$ cat config.mk
export PLATFORM = sky130hd
export DESIGN_NAME = header_assembler
export DESIGN_NICKNAME = d
export VERILOG_FILES = /design/src/rtl/header_assembler.sv
export SDC_FILE = /design/constraint.sdc
export NUM_CORES = 2
export LEC_CHECK = 0
export CAP_MARGIN = 10
export CORE_ASPECT_RATIO = 2
export CORE_MARGIN = 3
export CORE_UTILIZATION = 40
export DETAILED_ROUTE_END_ITERATION = 10
export PLACE_DENSITY = 0.65
export REMOVE_ABC_BUFFERS = 1
export SLEW_MARGIN = 20
export SYNTH_ARGS = -nofsm -noshare
export SYNTH_HDL_FRONTEND = slang
export SYNTH_SLANG_ARGS = --single-unit
$ cat constraint.sdc
create_clock -name clock -period 2.1 [get_ports clock]
set_input_delay 0.21 -clock clock [delete_from_list [all_inputs] [get_ports clock]]
set_output_delay 0.21 -clock clock [all_outputs]
set_load 0.02 [all_outputs]
$ cat src/rtl/header_assembler.sv
// header_assembler: collects UART bytes into a block header and hands it off with valid/ack.
module header_assembler #(
  parameter int HEADER_BYTES = 80,
  parameter int TIMEOUT      = 500000
) (
  input  logic                      clock,
  input  logic                      reset,
  input  logic [7:0]                rx_byte,
  input  logic                      rx_valid,
  input  logic                      header_ack,
  output logic [8*HEADER_BYTES-1:0] header,
  output logic                      header_valid,
  output logic                      busy,
  output logic [31:0]               byte_count,
  output logic                      timeout_err,
  output logic                      overrun
);
  localparam int W  = 8 * HEADER_BYTES;
  localparam int GW = $clog2(TIMEOUT + 1);
  typedef enum logic {IDLE, RECV} state_t;
  state_t         state_q;
  logic [6:0]     idx_q;
  logic [GW-1:0]  gap_q;
  logic [W-1:0]   shift_q, shift_d, header_q;
  logic [31:0]    byte_count_q;
  logic           header_valid_q, timeout_err_q, overrun_q, done_d;
  always_comb begin
    shift_d = {shift_q[W-9:0], rx_byte};
    done_d  = (state_q == RECV) && rx_valid && (idx_q == 7'(HEADER_BYTES - 1));
  end
  always_ff @(posedge clock or negedge reset) begin
    if (!reset) begin
      state_q        <= IDLE;
      idx_q          <= '0;
      gap_q          <= '0;
      shift_q        <= '0;
      header_q       <= '0;
      header_valid_q <= 1'b0;
      byte_count_q   <= '0;
      timeout_err_q  <= 1'b0;
      overrun_q      <= 1'b0;
    end else begin
      timeout_err_q <= 1'b0;
      if (rx_valid) begin
        shift_q      <= shift_d;
        byte_count_q <= byte_count_q + 32'd1;
        gap_q        <= '0;
      end
      // a completing frame beats a coincident ack
      if (done_d) begin
        header_q       <= shift_d;
        header_valid_q <= 1'b1;
        if (header_valid_q && !header_ack) overrun_q <= 1'b1;
      end else if (header_ack) begin
        header_valid_q <= 1'b0;
      end
      if (state_q == IDLE) begin
        if (rx_valid) begin
          idx_q   <= 7'd1;
          state_q <= RECV;
        end
      end else if (rx_valid) begin
        idx_q   <= done_d ? 7'd0 : idx_q + 7'd1;
        state_q <= done_d ? IDLE : RECV;
      end else if (gap_q == GW'(TIMEOUT - 1)) begin
        gap_q         <= '0;
        idx_q         <= '0;
        state_q       <= IDLE;
        timeout_err_q <= 1'b1;
      end else begin
        gap_q <= gap_q + 1'b1;
      end
    end
  end
  assign header       = header_q;
  assign header_valid = header_valid_q;
  assign busy         = (state_q == RECV);
  assign byte_count   = byte_count_q;
  assign timeout_err  = timeout_err_q;
  assign overrun      = overrun_q;
endmodule

==> key figures <==
Synthesis
  • Synth unique cells: 46
  • Synth Cell Area: 0.0501 sq mm
  • Ys async rst share: 1.00
  • Synth Instances: 4348
  • Area leader, netlist: dfrtp_1
  • Dominant synthesized flop cell: dfrtp_1
  • Mean post-synth cell area: 11.5 sq um
  • Post-synth top area share: 0.666
  • Most frequent cell after synthesis: nand2_1
  • Yosys reg bits: 1334
  • Post-synth top cells: nand2_1, dfrtp_1, mux2_2
  • Sequential share of the synthesized area: 0.666
  • Largest cells by area after synthesis: dfrtp_1, nand2_1, mux2_2, clkbuf_1, buf_2
  • Post-synth EDFFs: 0
  • Yosys warnings: 0

Detailed routing
  • Vias: approximately 33000
  • WL per Instance: 18.7 microns
  • Antenna-violating nets left: 0
  • Vias per inst: between 4 and 5
  • DRC: 0
  • Pre-antenna DRT Iters: 6
  • DR iter-0 viols: about 1800
  • Final wirelength: 129000 microns

Setup path
  • Worst EP arrival: 2640 ps
  • Kind of end point of the critical path: flip-flop
  • Worst Path Required: 2670 ps
  • Worst reg2reg setup slack: 30 ps
  • Critical path class: flip-flop to flip-flop
  • Crit start category: flip-flop
  • Worst Path Max Fanout: 11

GRT
  • Antenna violations before repair: 1
  • Largest net degree at the start of global routing: 133
  • Vias in the first global route: 34400
  • GRT Resource Usage Total: 0.192
  • First-pass GRT wire length: 199000 microns
  • Total gr overflow: 0

Clocking
  • Clk Latency, worst-skew pair: 710 ps
  • Num CTS Buffers: 115
  • CTS tree: done
  • Bufs on Longest Clock Path: 3
  • H-tree depth: 3
  • Clock Root Buffer: clkbuf_16
  • Clock Sinks: about 1300
  • Clk slew on worst S/H paths: 70 ps

Die
  • Die W: 256 microns
  • Io pins: 688
  • Row cnt: 183
  • Starting Density: 0.403
  • Die height: between 500 and 600 microns
  • Area of the core: about 0.12 sq mm
  • Die ar.: ~0.13 sq mm

Placed design
  • Final RePlAce weighted congestion: around 0.87
  • Placed insts: 6643
  • Final HPWL DP: about 90000 microns
  • IO buf count: 687

Timing
  • Max-Slew Margin vs Limit: 0.536
  • Clk_skew: roughly 36 ps
  • Slew @ Worst Pin: slightly below 700 ps
  • Fmax: 0.482 GHz
  • Pins over their slew limit: 0
  • Hold WS: approximately 85 ps
  • Hold Vio Cnt, Final: 0
  • Fin crit period: 2070 ps
  • Final period util: 0.988
  • Setup Viol. Count Final: 0

Pwr
  • Power density over cell area: between 800 and 900 mW/mm^2
  • Leak Pwr: about 0.033 uW
  • Peak supply drop: between 0.0007 and 0.0008 V

Finish
  • Layout Utilization: 0.521
  • Area Overhead vs Synth: 29.3%
  • Layout cells sized above 1: 0.198
  • Final net count: 5136
  • Fin cells: between 6000 and 7000

Min path
  • Worst min path class: input port to flip-flop

Status
  • Outcome: finished, final reports clean

Job
  • MaxCap Viol Count: 0
==> layer usage <==
metal,part of all wire,global-route usage,wire (microns),up-vias
met1,0.41,0.242,52600,16800
met2,0.51,0.334,65300,901
met3,0.064,0.0435,8200,160
li1,-,-,-,15500
met5,0,0,0,-
met4,0.023,0.0547,2970,0
==> worst max-delay path, cell delays in order (launching register included) <==
cell	delay (ps)
dfrtp_1	400
ha_2	240
nand3_4	100
buf_6	140
nor3_2	150
buf_4	170
nand2_8	70
buf_16	170
buf_12	150
clkbuf_16	180
nand2_1	80
nand2_1	60
==> sequential cells by signal, indices dropped and copies added, names as in the netlist <==
signal        count
header          640
shift_q         632
timeout_err       1
gap_q            19
busy              1
header_valid      1
byte_count       32
idx_q             7
overrun           1
==> placed cells by master, fill, tap and decap left out, types with 15 or more instances in the layout <==
master,instances
buf_12,44
clkdlybuf4s50_1,666
clkinv_2,23
xnor2_1,26
clkbuf_8,25
buf_4,111
dfrtp_1,1332
dlygate4sd2_1,15
nand2_1,1953
clkbuf_16,127
nand3_1,25
nor2_1,16
mux2_2,633
clkbuf_1,22
bufinv_16,19
nand4_1,18
==> kinds of logic after synthesis <==
logic type	count (synthesis)	share of synthesized area
AOI/OAI and AO/OA	43	0.00555
xor gates and xnor gates	32	0.00560
adders and majority gates	3	0.000749
buffers and inverters	226	0.0189
DFF	1334	0.666
muxes	634	0.143
and+or+nand+nor	2076	0.160
==> path summary, 6_finish.rpt <==
check                                                 to  cells after the start                    start
worst min-delay path               header[1]$_DFFE_PN0P_                      3               rx_byte[1]
worst max-delay path             header[544]$_DFFE_PN0P_                     11     idx_q[1]$_DFFE_PN0P_
max in group asynchronous        header[134]$_DFFE_PN0P_                      3                    reset
min in group asynchronous       shift_q[209]$_DFFE_PN0P_                      2                    reset
worst min register to register   header[540]$_DFFE_PN0P_                      2  header[540]$_DFFE_PN0P_
worst max register to register   header[544]$_DFFE_PN0P_                     11     idx_q[1]$_DFFE_PN0P_
==> report_power, final <==
group | internal [uW] | total [uW] | switching [uW]
registers | 27700 | 29400 | 1700
clock network | 13600 | 23300 | 9690
logic | 2090 | 3620 | 1530
==> repair_timing <==
item | in CTS | in global routing
gates cloned | 0 | 11
endpoints found under the hold margin | 1011 | 0
gates resized for setup | 18 | 38
endpoints found under the setup margin | 29 | 580
hold buffers | 5 | 0
pin swaps | 0 | 2
setup buffers | 0 | 10
==> cell type report <==
cell class | instances | area [sq um]
Inverter | 6 | 22.5
Multi-Input combinational cell | 2788 | 15800
Clock inverter | 51 | 822
Antenna cell | 1 | 2.50
Fill cell | 10800 | 59600
Timing Repair Buffer | 876 | 9220
Tap cell | 1665 | 2080
Sequential cell | 1334 | 33400
Clock buffer | 165 | 3380
==> metrics by stage <==
step | TNS [ps] | instance area (sq um) | setup WS, ps | total power (uW)
2_1_floorplan | - | 49200 | -43060 | 31400
3_3_place_gp | 0 | 60000 | 100 | 33400
3_5_place_dp | 0 | 60000 | 30.2 | 33600
4_1_cts | -114 | 64200 | -16.9 | 57000
5_1_grt | -4550 | 64800 | -57.9 | 58600
6_report | 0 | 64800 | 26.0 | 56300
Power figures use the tool's default switching activity.
